--- config.mk ---
export PLATFORM = sky130hd
export DESIGN_NAME = kfpga_config_loader
export DESIGN_NICKNAME = d
export VERILOG_FILES = /design/src/rtl/kfpga_config_loader.sv
export SDC_FILE = /design/constraint.sdc
export NUM_CORES = 1
export LEC_CHECK = 0
export CAP_MARGIN = 20
export CORE_ASPECT_RATIO = 1.2
export CORE_UTILIZATION = 43
export DETAILED_ROUTE_END_ITERATION = 10
export GPL_TIMING_DRIVEN = 1
export PLACE_DENSITY = 0.63
export SYNTH_ARGS = -nofsm -noshare
export SYNTH_HDL_FRONTEND = slang
export SYNTH_SLANG_ARGS = --single-unit
export TNS_END_PERCENT = 20
--- constraint.sdc ---
create_clock -name clock -period 2 [get_ports clock]
set_input_delay 0.4 -clock clock [delete_from_list [all_inputs] [get_ports clock]]
set_output_delay 0.4 -clock clock [all_outputs]
set_load 0.01 [all_outputs]
--- src/rtl/kfpga_config_loader.sv ---
// Purpose : byte-wide bitstream loader for the kFPGA configuration chain; checks header and XOR checksum, serialises payload LSB first.
// Latency : CLEAR_CYCLES of chain reset after start, then 1 accept cycle + up to 8 shift cycles per payload byte.
// Backpr. : data_ready only in HEADER/LOAD/CHECK; low while shifting; data_valid stalls are waited out with no timeout.
//
// Ports:
//   clock       in   configuration clock (also clocks the chain)
//   nreset      in   asynchronous active-low reset
//   start       in   single-cycle load request (honoured in IDLE, DONE, ERROR)
//   data_in     in   [7:0] bitstream byte
//   data_valid  in   data_in is valid
//   data_ready  out  loader accepts a byte this cycle
//   cfg_data    out  serial bit to the chain's config_in
//   cfg_enable  out  chain shift enable
//   cfg_nreset  out  chain reset, active low
//   busy        out  load in progress
//   done        out  last load completed with a good checksum (sticky until start)
//   error       out  last load failed (sticky until start)
module kfpga_config_loader #(
  parameter int          CONFIG_WIDTH = 2034,
  parameter int          CLEAR_CYCLES = 2,
  parameter logic [7:0]  MAGIC        = 8'hA5
) (
  input  logic       clock,
  input  logic       nreset,
  input  logic       start,
  input  logic [7:0] data_in,
  input  logic       data_valid,
  output logic       data_ready,
  output logic       cfg_data,
  output logic       cfg_enable,
  output logic       cfg_nreset,
  output logic       busy,
  output logic       done,
  output logic       error
);

  // Global bit counter must be able to hold CONFIG_WIDTH itself.
  localparam int BCW = $clog2(CONFIG_WIDTH + 1);
  localparam int CCW = (CLEAR_CYCLES > 1) ? $clog2(CLEAR_CYCLES) : 1;

  localparam logic [BCW-1:0] LP_LAST_BIT  = BCW'(CONFIG_WIDTH - 1);
  localparam logic [CCW-1:0] LP_CLR_LAST  = CCW'(CLEAR_CYCLES - 1);

  typedef enum logic [2:0] {
    S_IDLE,
    S_CLEAR,
    S_HEADER,
    S_LOAD,
    S_SHIFT,
    S_CHECK,
    S_DONE,
    S_ERROR
  } state_t;

  state_t           r_state;
  state_t           w_state_nxt;

  logic [CCW-1:0]   r_clr_cnt;
  logic [CCW-1:0]   w_clr_cnt_nxt;
  logic [BCW-1:0]   r_bit_cnt;
  logic [BCW-1:0]   w_bit_cnt_nxt;
  logic [2:0]       r_sub_cnt;
  logic [2:0]       w_sub_cnt_nxt;
  // Bit 0 of the latched byte goes straight to cfg_data, so only the
  // remaining seven bits need to be held here.
  logic [6:0]       r_shift;
  logic [6:0]       w_shift_nxt;
  logic [7:0]       r_csum;
  logic [7:0]       w_csum_nxt;

  logic             r_data_ready;
  logic             r_cfg_data;
  logic             r_cfg_enable;
  logic             r_cfg_nreset;
  logic             r_busy;
  logic             r_done;
  logic             r_error;

  logic             w_data_ready_nxt;
  logic             w_cfg_data_nxt;
  logic             w_cfg_enable_nxt;
  logic             w_cfg_nreset_nxt;
  logic             w_busy_nxt;
  logic             w_done_nxt;
  logic             w_error_nxt;

  logic             w_accept;
  logic             w_last_bit;
  logic             w_byte_end;

  assign w_accept   = data_valid && r_data_ready;
  assign w_last_bit = (r_bit_cnt == LP_LAST_BIT);
  // A byte ends after 8 shifts, or early on the chain's final bit, which
  // drops the unused high bits of the last payload byte.
  assign w_byte_end = (r_sub_cnt == 3'd7) || w_last_bit;

  // --------------------------------------------------------------------
  // State register and datapath registers
  // --------------------------------------------------------------------
  always_ff @(posedge clock or negedge nreset) begin
    if (!nreset) begin
      r_state      <= S_IDLE;
      r_clr_cnt    <= '0;
      r_bit_cnt    <= '0;
      r_sub_cnt    <= '0;
      r_shift      <= '0;
      r_csum       <= '0;
      r_data_ready <= 1'b0;
      r_cfg_data   <= 1'b0;
      r_cfg_enable <= 1'b0;
      r_cfg_nreset <= 1'b0;
      r_busy       <= 1'b0;
      r_done       <= 1'b0;
      r_error      <= 1'b0;
    end else begin
      r_state      <= w_state_nxt;
      r_clr_cnt    <= w_clr_cnt_nxt;
      r_bit_cnt    <= w_bit_cnt_nxt;
      r_sub_cnt    <= w_sub_cnt_nxt;
      r_shift      <= w_shift_nxt;
      r_csum       <= w_csum_nxt;
      r_data_ready <= w_data_ready_nxt;
      r_cfg_data   <= w_cfg_data_nxt;
      r_cfg_enable <= w_cfg_enable_nxt;
      r_cfg_nreset <= w_cfg_nreset_nxt;
      r_busy       <= w_busy_nxt;
      r_done       <= w_done_nxt;
      r_error      <= w_error_nxt;
    end
  end

  // --------------------------------------------------------------------
  // Next-state and next-output logic
  // --------------------------------------------------------------------
  always_comb begin
    w_state_nxt    = r_state;
    w_clr_cnt_nxt  = r_clr_cnt;
    w_bit_cnt_nxt  = r_bit_cnt;
    w_sub_cnt_nxt  = r_sub_cnt;
    w_shift_nxt    = r_shift;
    w_csum_nxt     = r_csum;
    w_cfg_data_nxt   = 1'b0;
    w_cfg_enable_nxt = 1'b0;

    case (r_state)
      S_IDLE, S_DONE, S_ERROR: begin
        if (start) begin
          w_state_nxt   = S_CLEAR;
          w_clr_cnt_nxt = '0;
          w_bit_cnt_nxt = '0;
          w_sub_cnt_nxt = '0;
          w_csum_nxt    = '0;
        end
      end

      S_CLEAR: begin
        if (r_clr_cnt == LP_CLR_LAST) begin
          w_state_nxt = S_HEADER;
        end else begin
          w_clr_cnt_nxt = r_clr_cnt + 1'b1;
        end
      end

      S_HEADER: begin
        if (w_accept) begin
          w_state_nxt = (data_in == MAGIC) ? S_LOAD : S_ERROR;
        end
      end

      S_LOAD: begin
        // The final shift cycle hands straight to CHECK, so every byte
        // accepted here is payload.
        if (w_accept) begin
          w_state_nxt      = S_SHIFT;
          w_shift_nxt      = data_in[7:1];
          w_csum_nxt       = r_csum ^ data_in;
          w_sub_cnt_nxt    = '0;
          w_cfg_data_nxt   = data_in[0];
          w_cfg_enable_nxt = 1'b1;
        end
      end

      S_SHIFT: begin
        // Each cycle here is one enable-high cycle seen by the chain.
        w_bit_cnt_nxt = r_bit_cnt + 1'b1;
        if (w_byte_end) begin
          w_state_nxt = w_last_bit ? S_CHECK : S_LOAD;
        end else begin
          w_sub_cnt_nxt    = r_sub_cnt + 3'd1;
          w_cfg_data_nxt   = r_shift[0];
          w_shift_nxt      = {1'b0, r_shift[6:1]};
          w_cfg_enable_nxt = 1'b1;
        end
      end

      S_CHECK: begin
        if (w_accept) begin
          w_state_nxt = (data_in == r_csum) ? S_DONE : S_ERROR;
        end
      end

      default: begin
        w_state_nxt = S_IDLE;
      end
    endcase

    // Status outputs are registered copies of the state being entered so
    // they line up cycle-for-cycle with r_state.
    w_data_ready_nxt = (w_state_nxt == S_HEADER) ||
                       (w_state_nxt == S_LOAD)   ||
                       (w_state_nxt == S_CHECK);
    w_busy_nxt       = (w_state_nxt == S_CLEAR)  ||
                       (w_state_nxt == S_HEADER) ||
                       (w_state_nxt == S_LOAD)   ||
                       (w_state_nxt == S_SHIFT)  ||
                       (w_state_nxt == S_CHECK);
    w_done_nxt       = (w_state_nxt == S_DONE);
    w_error_nxt      = (w_state_nxt == S_ERROR);
    // Chain held cleared while clearing and after a failed load, so the
    // fabric never runs a partial or corrupt image.
    w_cfg_nreset_nxt = !((w_state_nxt == S_CLEAR) || (w_state_nxt == S_ERROR));
  end

  assign data_ready = r_data_ready;
  assign cfg_data   = r_cfg_data;
  assign cfg_enable = r_cfg_enable;
  assign cfg_nreset = r_cfg_nreset;
  assign busy       = r_busy;
  assign done       = r_done;
  assign error      = r_error;

endmodule

======== Yosys cells after proc, flatten, opt, wreduce, memory -nomap -nowiden ========
Index checks and enable logic that the tools add are counted.
storage, ports and cells
  output and inout port bits .............. 7
  logic and storage cells ................. 91
  flip-flop bits (word level) ............. 40
operators by class
  reductions and logical operators ........ 22
  $add $sub $neg .......................... 3
  bitwise gates (word level) .............. 1
  multiplexer cells ....................... 31
  equality and inequality tests ........... 21
operator list
  operator               number
  $mux 3                 11
  $eq 3x3->1 const B     9
  $pmux 11 s2            1
  $pmux 3 s6             1
  $mux 8                 2
  $pmux 8 s2             1
  $mux 7                 2
  $pmux 7 s2             1
  $eq 3x2->1 const B     4
  $add 11x1->11 const B  1
  $eq 11x11->1 const B   1
  $mux 11                1
  $pmux 3 s3             1
  $eq 8x8->1             1
  $eq 8x8->1 const B     1
  $logic_or 1x1->1       8
  $reduce_bool 2->1      4
  $xor 8x8->8            1
  $mux 1                 7
  $eq 3x1->1 const B     2
  $ne 2x2->1 const B     3
  $pmux 1 s2             3
  $reduce_and 3->1       2
  $reduce_and 2->1       2
  8 further kinds        8

======== Longest topological paths before layout ========
Gate-level depths: netlist of the first run.
  word-level depth ........................ 9
  mapped depth ............................ 8
  mapped depth without buffers ............ 8

======== Least setup slack after synthesis of the first run ========
Ideal clock, no wire load.
  path type ............................... register to register
  start point ............................. register r_bit_cnt[0]
  end point ............................... register r_busy (netlist: busy)
  slack ................................... 0.122 ns
  data arrival time ....................... 1.754 ns
  period minus slack after synthesis ...... 1.878 ns
  cell stages (with the launch flop) ...... 8
  buffers on the path ..................... 0
  cell sequence ........................... dfrtp_1 ha_1 and4bb_2 a31oi_1 nor2_1 a311oi_4 inv_2 o31a_1
on the way
  cells in the longest elaborated chain, start to end .. 9
  elaborated cells on any way between the ends .. 14
RTL lines
  what                                             RTL line  source
  from (decl)                                      60        logic [BCW-1:0] r_bit_cnt;
  from (signal assigned)                           118       r_bit_cnt <= w_bit_cnt_nxt;
  $eq 11x11->1 *                                   92        assign w_last_bit = (r_bit_cnt == LP_LAST_BIT);
  $logic_or 1x1->1 *                               95        assign w_byte_end = (r_sub_cnt == 3'd7) || w_last_bit;
  $mux 3 *                                         186       if (w_byte_end) begin
  $pmux 3 s6 *                                     145       case (r_state)
  via w_state_nxt[0]                               56        state_t w_state_nxt;
  $eq 3x1->1 / $eq 3x2->1 (equally long branches)  212, 213
  $logic_or 1x1->1                                 212       w_busy_nxt = (w_state_nxt == S_CLEAR) ||
  $logic_or 1x1->1                                 213       (w_state_nxt == S_HEADER) ||
  $logic_or 1x1->1                                 214       (w_state_nxt == S_LOAD) ||
  $logic_or 1x1->1 *                               215       (w_state_nxt == S_SHIFT) ||
  via w_busy_nxt                                   83        logic w_busy_nxt;
  to (signal assigned)                             126       r_busy <= w_busy_nxt;
  to (decl)                                        75        logic r_busy;
The timed path passes the listed nets; every way through them passes the cells marked *.
A chain may end at the register's enable or synchronous reset.

======== Worst setup path after layout of the first run ========
  start point ............................. input data_valid
  end point ............................... register r_busy (netlist: busy)
on the way
  cells in the longest elaborated chain, start to end .. 8
  elaborated cells on any way between the ends .. 14
RTL lines
  what                                             RTL line       source
  from (decl)                                      27             input logic data_valid,
  $logic_and 1x1->1 *                              91             assign w_accept = data_valid && r_data_ready;
  $mux 3, on equally long branches                 197, 165, 173
  $pmux 3 s6 *                                     145
  via w_state_nxt[0]                               56
  $eq 3x1->1 / $eq 3x2->1 (equally long branches)  212, 213
  $logic_or 1x1->1                                 212
  $logic_or 1x1->1                                 213
  $logic_or 1x1->1                                 214
  $logic_or 1x1->1 *                               215
  via w_busy_nxt                                   83
Marks and branches as above.

==> results.md, run 1 <==
* Starting Density at 45.8%
* First-pass DRT Iterations at 4
* Buffers on Ports at 18
* WS Path Type: in2reg
* Worst R2R End: busy
* Slew margin rel. at 50.8%
* Fmax at 513 MHz
* Tmin final at 1.95 ns
* Final period util at 97.5%
* Vias per inst at 5.52
* Net Sw Power at 1.30 mW
* Fin Hold WS at 0.156 ns
* Ys flop type: dfrtp_1
* Worst R2R Start: r_csum[0]
* Placed cell count at 328
* Cts hold-fix bufs at 0
* Max H-tree Level at 2
* Top-count cell post-synth: dfrtp_1
* Yosys top cell area share at 46.9%
* Static Leakage at 1.27 nW
* Total track usage at 20.6%
* Wire per inst at 14.1 um
* Max clock buf depth at 2
* Critical Path RT at 2.19 ns
* GPL Wtd Cong at 0.828
* Power Total at 3.42 mW
* Worst R2R Path Depth at 6
* Flops & latches, synth at 40
* Final HPWL DP at 3470 um
* Slowest stage delay, CP at 0.42 ns
* Leading post-synthesis cells by cell area: dfrtp_1, o21ai_0, nand2_1, nor2_1, a31oi_1
* Die width at 66.3 um
* Slowest cell on crit path: clkdlybuf4s50_1
* Maxcap violations at 0
* Post-synth cell types at 50
* Worst-path maximum fanout at 4
* Share of total power in sequential cells at 37.1%
* Final net count at 294
* Setup crit end kind: register
* Register clock-pin slew on the reported worst setup and hold paths at 0.08 ns
* Hold Path Class: in2async
* Status: finished, final reports clean
* DRC viols at 0
* Total core area at 4660 um^2
* Reg2reg setup slack at 0.09 ns
* Gr ovfl total at 0
* Setup violators final at 0
* Yosys top cell by area: dfrtp_1
* Mapped Area at 2130 um^2
* Cell Pwr Density at 1250 nW/um^2
* Peak VDD IR at 534 uV
* Final WS setup at 0.0505 ns
* Final Max Slew Viols at 0
* Top-Level Pins at 19
* Number of global-route vias before repair at 1762
* Switching part of the total at 37.9%
* Yosys Warn Count at 0
* Skew-Pair Late Insertion Delay at 0.30 ns
* ANT cells at 0
* Slew @ Worst Pin at 0.739 ns
* Area grow syn2layout at 28.9%
* Total CTS buffers at 5
* CTS Root Buffer Type: clkbuf_8
* Initial antenna violation count at 0
* Synth cell count leaders: dfrtp_1, nand2_1, o21ai_0, nor2_1, a31oi_1
* Worst slack at placement at -0.369 ns
* Wirelength, routed at 4770 um
* Number of synthesized flops with an enable pin at 0
* Critical path arrival at 2.14 ns
* Ys async rst share at 100%
* Die area at 5250 um^2
* Synthesized area per cell at 9.28 um^2
* CTS Sinks at 40
* Pin count of the biggest net entering global routing at 35
* Clk pwr share at 15.5%
* Internal Power at 2.13 mW
* DR iter-0 viols at 93
* Worst Setup Start Kind: input pin
* CP Cell Sequence: clkdlybuf4s50_1 > buf_4 > and3b_1 > o32ai_2 > a32oi_2 > a311oi_4 > inv_2 > o31a_1
* Net Count, Synth at 246
* Cell Count, Final, Fillers Out at 337
* First-pass GRT wire length at 8070 um
* Via count at 1859
* Clock skew at 0.0102 ns
* Die height at 79.2 um
* CTS tree: done
* Fraction of layout cells with a size suffix above 1 at 20.4%
* Fin. Hold Viols at 0
* Antenna-violating nets left at 0
* Seq/Total Area, Yosys at 46.9%
* Row count at 27
* Fillers at 424
* Combinational share of power at 47.4%
* Syn Inst Count at 230
-- power groups by stage --
| stage | combinational [mW] | clock (mW) | sequential (mW) |
|---|---|---|---|
| after floorplan | 0.933 | 0 | 1.27 |
| after global placement | 1.49 | 0 | 1.28 |
| after detailed placement | 1.53 | 0 | 1.28 |
| after CTS | 1.54 | 0.552 | 1.27 |
| after global routing | 1.80 | 0.584 | 1.31 |
| final | 1.62 | 0.531 | 1.27 |
-- how the worst max path moves through the flow --
stage	startpoint	end	slack (ns)	depth (start not counted)
6_report	data_valid	busy	0.05	8
5_1_grt	r_bit_cnt[1]	data_ready	-0.02	8
4_1_cts	data_in[2]	busy	0.03	7
3_5_place_dp	data_in[2]	busy	-0.37	7
3_3_place_gp	data_in[2]	busy	-0.34	7
2_1_floorplan	r_bit_cnt[0]	busy	0.12	7
-- registers in the layout, summed over array words and instances (netlist names) --
signal / count
data_ready: 1
r_state: 3
r_sub_cnt: 3
busy: 1
cfg_enable: 1
cfg_data: 1
r_clr_cnt: 1
r_bit_cnt: 11
cfg_nreset: 1
done: 1
error: 1
r_shift: 7
r_csum: 8
-- kinds of logic (layout without fill, tap and decap cells) --
family	after synthesis	in the layout	share of synthesized area, %
buffers and inverters	12	61	3.28
DFF	40	40	46.9
and+or+nand+nor	96	96	22.7
adders and majority gates	4	4	2.35
muxes	2	2	0.997
xor gates and xnor gates	9	9	3.70
AOI/OAI and AO/OA	67	67	20.1
-- per-stage QoR --
step           utilization (%)  instance area (um^2)  setup TNS, ns
4_1_cts                   57.2                  2670              0
3_5_place_dp              55.3                  2580          -1.90
3_3_place_gp              55.3                  2580          -1.73
5_1_grt                   59.0                  2750        -0.0152
6_report                  59.0                  2750              0
2_1_floorplan                -                  2130              0
-- worst max-delay path, delay by kind of cell --
kind / cells / cell delay, ns
buffers and inverters: 3 / 0.64
AOI/OAI and AO/OA: 4 / 0.92
and+or+nand+nor: 1 / 0.18
-- area by class of cell --
cell class | count | area (um^2) | share of cell area [%]
clock buffer | 5 | 68.8 | 2.50
clock inverter | 3 | 18.8 | 0.682
timing repair buffer | 49 | 453 | 16.5
tap | 58 | 72.6 | 2.64
inverter | 4 | 15.0 | 0.546
multi-input combinational | 178 | 1120 | 40.8
sequential | 40 | 1000 | 36.4
-- layout by cell type (no fill, tap or decap), types with 5 or more instances in the layout --
master,instances
dfrtp_1,40
nand2_1,33
o21ai_0,32
buf_4,29
nor2_1,22
nand3_1,9
a31oi_1,9
clkdlybuf4s50_1,9
dlymetal6s2s_1,8
xnor2_1,7
and2_1,5
nand4_1,5
a21oi_1,5
clkbuf_8,5
-- layer usage --
| metal | vias up | GRT usage, % | routed length [um] |
|---|---|---|---|
| met1 | 893 | 24.5 | 2080 |
| met4 | 0 | 9.57 | 136 |
| li1 | 924 | - | - |
| met2 | 31 | 34.9 | 2420 |
| met3 | 11 | 4.45 | 127 |
| met5 | - | 0 | 0 |
-- what timing repair did --
item	CTS	global route
setup buffers	0	1
gates resized for setup	1	16
setup endpoints to repair	3	5
pin swaps	1	5
Note: power is estimated with default switching activity, not from simulation.
==> inputs of run 2 (changes only) <==
HOLD_SLACK_MARGIN = 0.15   (was not set)
==> results of run 2 <==
Final layout, timing and power as in run 1 (identical DEF).
==> patch 1: new RTL, flow settings as in run 1 <==
Make the reset (`nreset`) synchronous in one clocked block. Comments in the files are not updated.
--- a/src/rtl/kfpga_config_loader.sv
+++ b/src/rtl/kfpga_config_loader.sv
@@ -98,5 +98,5 @@
   // State register and datapath registers
   // --------------------------------------------------------------------
-  always_ff @(posedge clock or negedge nreset) begin
+  always_ff @(posedge clock) begin
     if (!nreset) begin
       r_state      <= S_IDLE;
Formal check against the unedited RTL: differs if nreset is asserted again (counterexample within 4 cycles, from zero or initial values and one cycle with nreset low); with nreset held inactive, the same outputs for 10 cycles.
==> patch 1 against run 1 <==
Cell area is 3.5% lower. Via count is 6.1% higher. Setup slack worse by 0.041 ns. Sequential cell count stayed put. Final cell count is 5.3% higher. Area after synthesis is 0.53% higher. Wire length is 6.6% higher. Highest routed layer unchanged.
Power is not compared: it rests on default switching activity, and its combinational part moved more than twofold at a synthesized area within 25%.
==> patch 1: results (changes against run 1) <==
| Metric | Value |
|---|---|
| Vias | `1973 (+6.1%)` |
| Clk pwr | `555 uW` |
| Slew HR | `0.5910 (+0.08345)` |
| TritonCTS Buffers | `5 (unchanged)` |
| Delay-heaviest family, CP | `simple AND/OR/NAND/NOR gates` |
| Htree depth | `2 (unchanged)` |
| Post-synth cell types | `58 (+16%)` |
| Worst skew pair latency | `0.30 ns (about the same)` |
| Hold Path Class | `reg2reg` |
| Iter 0 DRT Violations | `105 (+13%)` |
| Largest regs | `r_bit_cnt x11, r_csum x8, r_shift x7` |
| Root Driver | `clkbuf_8` |
| Syn_nets | `271 (+10%)` |
| Vias in the first global route | `1788 (+1.5%)` |
| Setup Skew | `0.01019 ns (+0.0000007000 ns)` |
| Ranking of synthesized cells by area | `dfxtp_1 (37%), a21oi_1 (5.1%), nor2_1 (4.7%), o21ai_0 (3.5%), a311oi_2 (2.8%)` |
| Critical path's slowest cell | `or4b_1` |
| Ys async rst share | `0 (-1.000)` |
| Largest net degree at the start of global routing | `21 (-40%)` |
| Share of post-route cells with drive strength above 1 | `0.1886 (-0.01575)` |
| Total global-route track usage | `0.2086 (+0.002578)` |
| Synth top cells by count | `dfxtp_1 (40), nor2_1 (27), a21oi_1 (22)` |
| Placer Congestion | `0.7981 (-3.6%)` |
| Final wirelength | `5079 um (+6.6%)` |
| Final net count | `312 (+6.1%)` |
| Placed cell area | `2541 um2 (-1.4%)` |
| Outcome | `finished clean` |
| Slowest stage delay, CP | `0.55 ns (+0.13 ns)` |
| Critical path arrival | `2.19 ns (+0.05 ns)` |
| DP HPWL | `3686 um (+6.1%)` |
| Hold WS | `0.4763 ns (+0.3200 ns)` |
| Sequential fraction of the synthesis area | `0.3734 (-0.09581)` |
| First-pass GRT wire length | `8231 um (+2.0%)` |
==> patch 1: cell families (layout without fill, tap and decap cells) <==
| logic type | Yosys count | count (layout) | share of synthesized area |
|---|---|---|---|
| adders and majority gates | 4 | 4 | 0.02334 |
| DFF | 40 | 40 | 0.3734 |
| AOI/OAI and AO/OA | 72 | 72 | 0.2380 |
| buffers and inverters | 22 | 64 | 0.05017 |
| muxes | 1 | 1 | 0.004668 |
| and+or+nand+nor | 113 | 113 | 0.2981 |
| xor gates and xnor gates | 3 | 3 | 0.01225 |
==> patch 1: what timing repair did <==
| item | in CTS | in global routing |
|---|---|---|
| buffers inserted | 0 | 1 |
| endpoints found under the hold margin | 0 | 0 |
| endpoints found under the setup margin | 0 | 5 |
| resized for setup | 0 | 3 |
==> patch 1: path summary, 6_finish.rpt <==
kind,from,end,cells past startpoint
hold reg to reg,r_sub_cnt[2],r_sub_cnt[2],1
hold / removal,r_sub_cnt[2],r_sub_cnt[2],1
setup reg to reg,r_sub_cnt[0],busy,7
setup / recovery,data_in[6],busy,6
==> patch 1: through the flow <==
step                cells  worst slack (ns)    util
floorplan             255            0.1991       -
global placement      346           -0.2932  0.5412
detailed placement    346           -0.2914  0.5412
CTS                   354          0.009885  0.5604
global route          355          -0.03653  0.5651
finish                355          0.009659  0.5651
==> patch 1: layout make-up <==
cell class	count	area (um2)
Timing Repair Buffer	49	412.9
Fill cell	452	2042
Multi-Input combinational cell	193	1251
Sequential cell	40	800.8
Inverter	7	26.28
Clock buffer	8	90.09
Tap cell	58	72.57
==> patch 1: per-layer routing <==
metal | routed length (um) | share of wire | global-route usage
met1 | 2399 | 0.47 | 0.2603
met5 | 0 | 0 | 0
met4 | 98 | 0.019 | 0.08936
met3 | 114 | 0.022 | 0.04741
met2 | 2467 | 0.49 | 0.3388
==> patch 2: new RTL, settings of run 1 <==
Made on the original files. `CONFIG_WIDTH`: 2034 -> 1017.
--- a/src/rtl/kfpga_config_loader.sv
+++ b/src/rtl/kfpga_config_loader.sv
@@ -17,5 +17,5 @@
 //   error       out  last load failed (sticky until start)
 module kfpga_config_loader #(
-  parameter int          CONFIG_WIDTH = 2034,
+  parameter int          CONFIG_WIDTH = 1017,
   parameter int          CLEAR_CYCLES = 2,
   parameter logic [7:0]  MAGIC        = 8'hA5
Formal check against the unedited RTL: same outputs for any inputs over 10 cycles, from zero or initial values and one cycle with nreset low; that may be too few to reach the edited logic, so the function may still have changed.
==> patch 2 against run 1 <==
Power grew 2.7%. Area after synthesis shrank 1.2%. Final cell count shrank 2.7%. Hold slack lost 0.12 ns. Sequential cell count shrank 1. Count of clock-buffer cells in the layout is the same. Sequential share of layout area grew 0.57 points. Setup slack gained 0.040 ns. Wire length shrank 2.3%. Critical path depth shrank 1. Register-to-register slack is essentially flat. Critical path type is now reg2reg. Cell area shrank 4.0%.
==> patch 2: results (changes against run 1) <==
| Metric | Value |
|---|---|
| Final number of hold-violating endpoints | `0 (unchanged)` |
| Post-place setup slack | `-0.05121 ns (+0.3183 ns)` |
| Delay-heaviest family, CP | `simple AND/OR/NAND/NOR gates` |
| Crit path max fanout | `8 (+4)` |
| Iter 0 DRT Violations | `56 (-40%)` |
| Syn_nets | `245 (-0.41%)` |
| Post-synth cell types | `49 (-2.0%)` |
| Total global-route track usage | `0.2076 (+0.001601)` |
| First-pass GRT wire length | `8059 um (about the same)` |
| Critical path's slowest cell | `dfrtp_1` |
| Pleak | `1.208 nW (-5.1%)` |
| Critical path arrival | `2.09 ns (-0.05 ns)` |
| Ranking of synthesized cells by area | `dfrtp_1 (46%), nand2_1 (8.2%), o21ai_1 (5.9%), xor2_1 (3.7%), mux2_1 (3.2%)` |
| Sequential fraction of the synthesis area | `0.4629 (-0.006300)` |
| Vias in the first global route | `1734 (-1.6%)` |
| Placer Congestion | `0.8185 (-1.2%)` |
| Final wirelength | `4654 um (-2.3%)` |
| Fillers | `419 (-1.2%)` |
| Final net count | `285 (-3.1%)` |
| Outcome | `finished clean` |
| DP HPWL | `3433 um (-1.2%)` |
| Worst slew pin tran | `0.5827 ns (-0.1561 ns)` |
| Via-per-instance ratio | `5.302 (-3.9%)` |
| Setup Skew | `0.007510 ns (-0.002677 ns)` |
| Largest net degree at the start of global routing | `22 (-37%)` |
| Peak supply drop | `0.7153 mV (+34%)` |
| Share of post-route cells with drive strength above 1 | `0.1444 (-0.05986)` |
| Synth top cells by count | `nand2_1 (46), dfrtp_1 (39), o21ai_1 (25)` |
patch 2: cell count changes after synthesis, sizes merged, moves of 3 or more:
cell   change
a22o       -3
buf        -4
mux2       +5
or3        +3
xor2       +7
mux2i      +3
nand2     +13
and3       -3
a31oi      -8
inv        +5
nor2       -8
xnor2      -6
patch 2: repair_timing:
action,4_1_cts,5_1_grt
hold buffers,0,0
resized for setup,0,2
endpoints found under the setup margin,0,11
patch 2: path summary, 6_finish.rpt:
check,start,endpoint,slack (ns),cells past startpoint
max in group asynchronous,nreset,r_sub_cnt[1],1.48,2
worst min register to register,r_shift[6],r_shift[6],0.49,1
worst min-delay path,nreset,cfg_nreset,0.04,1
min in group clock,r_shift[6],r_shift[6],0.49,1
worst max register to register,r_bit_cnt[0],r_shift[5],0.09,7
worst max-delay path,r_bit_cnt[0],r_shift[5],0.09,7
patch 2: logic make-up after synthesis:
group	count (synthesis)	synth area share
flip-flops	39	0.4629
XOR/XNOR	10	0.04155
AO/OA/AOI/OAI	54	0.1567
adder cells (fa/ha/maj)	4	0.02374
AND/OR/NAND/NOR	98	0.2380
buffers and inverters	14	0.02611
multiplexers	10	0.05104
patch 2: layer usage:
layer / GRT usage / routed length [um] / up-vias
li1: - / - / 878
met1: 0.2507 / 2117 / 821
met4: 0.09348 / 110 / 0
met3: 0.04598 / 119 / 10
met5: 0 / 0 / -
met2: 0.3469 / 2307 / 30
patch 2: report_power, final:
| part | internal [mW] | switching (mW) |
|---|---|---|
| Combinational | 0.674 | 0.785 |
| Clock | 0.498 | 0.314 |
| Sequential | 1.06 | 0.182 |
| Total | 2.24 | 1.28 |
patch 2: through the flow:
stage / hold slack (ns) / std cells / power (mW) / area [um2]
6_report: 0.04110 / 328 / 3.518 / 2640
3_3_place_gp: 0.3810 / 320 / 2.692 / 2497
3_5_place_dp: 0.3798 / 320 / 2.707 / 2497
5_1_grt: 0.07328 / 328 / 3.779 / 2640
2_1_floorplan: 0.1044 / 229 / 2.203 / 2108
4_1_cts: 0.05286 / 328 / 3.541 / 2634
patch 2: cell type report:
cell class | count | area (um2) | area share
tap | 58 | 72.57 | 0.02749
multi-input combinational | 176 | 1084 | 0.4104
timing repair buffer | 38 | 337.8 | 0.1280
inverter | 9 | 33.78 | 0.01280
clock buffer | 5 | 68.82 | 0.02607
clock inverter | 3 | 67.56 | 0.02559
sequential | 39 | 975.9 | 0.3697
patch 2: worst reg2reg max path, stage by stage, from the launching register on:
cell and delay, ns:
dfrtp_1 0.42, inv_2 0.08, ha_1 0.14, nand4_1 0.14, o31a_1 0.33, and2_4 0.19
nor2_8 0.15, mux2_1 0.35
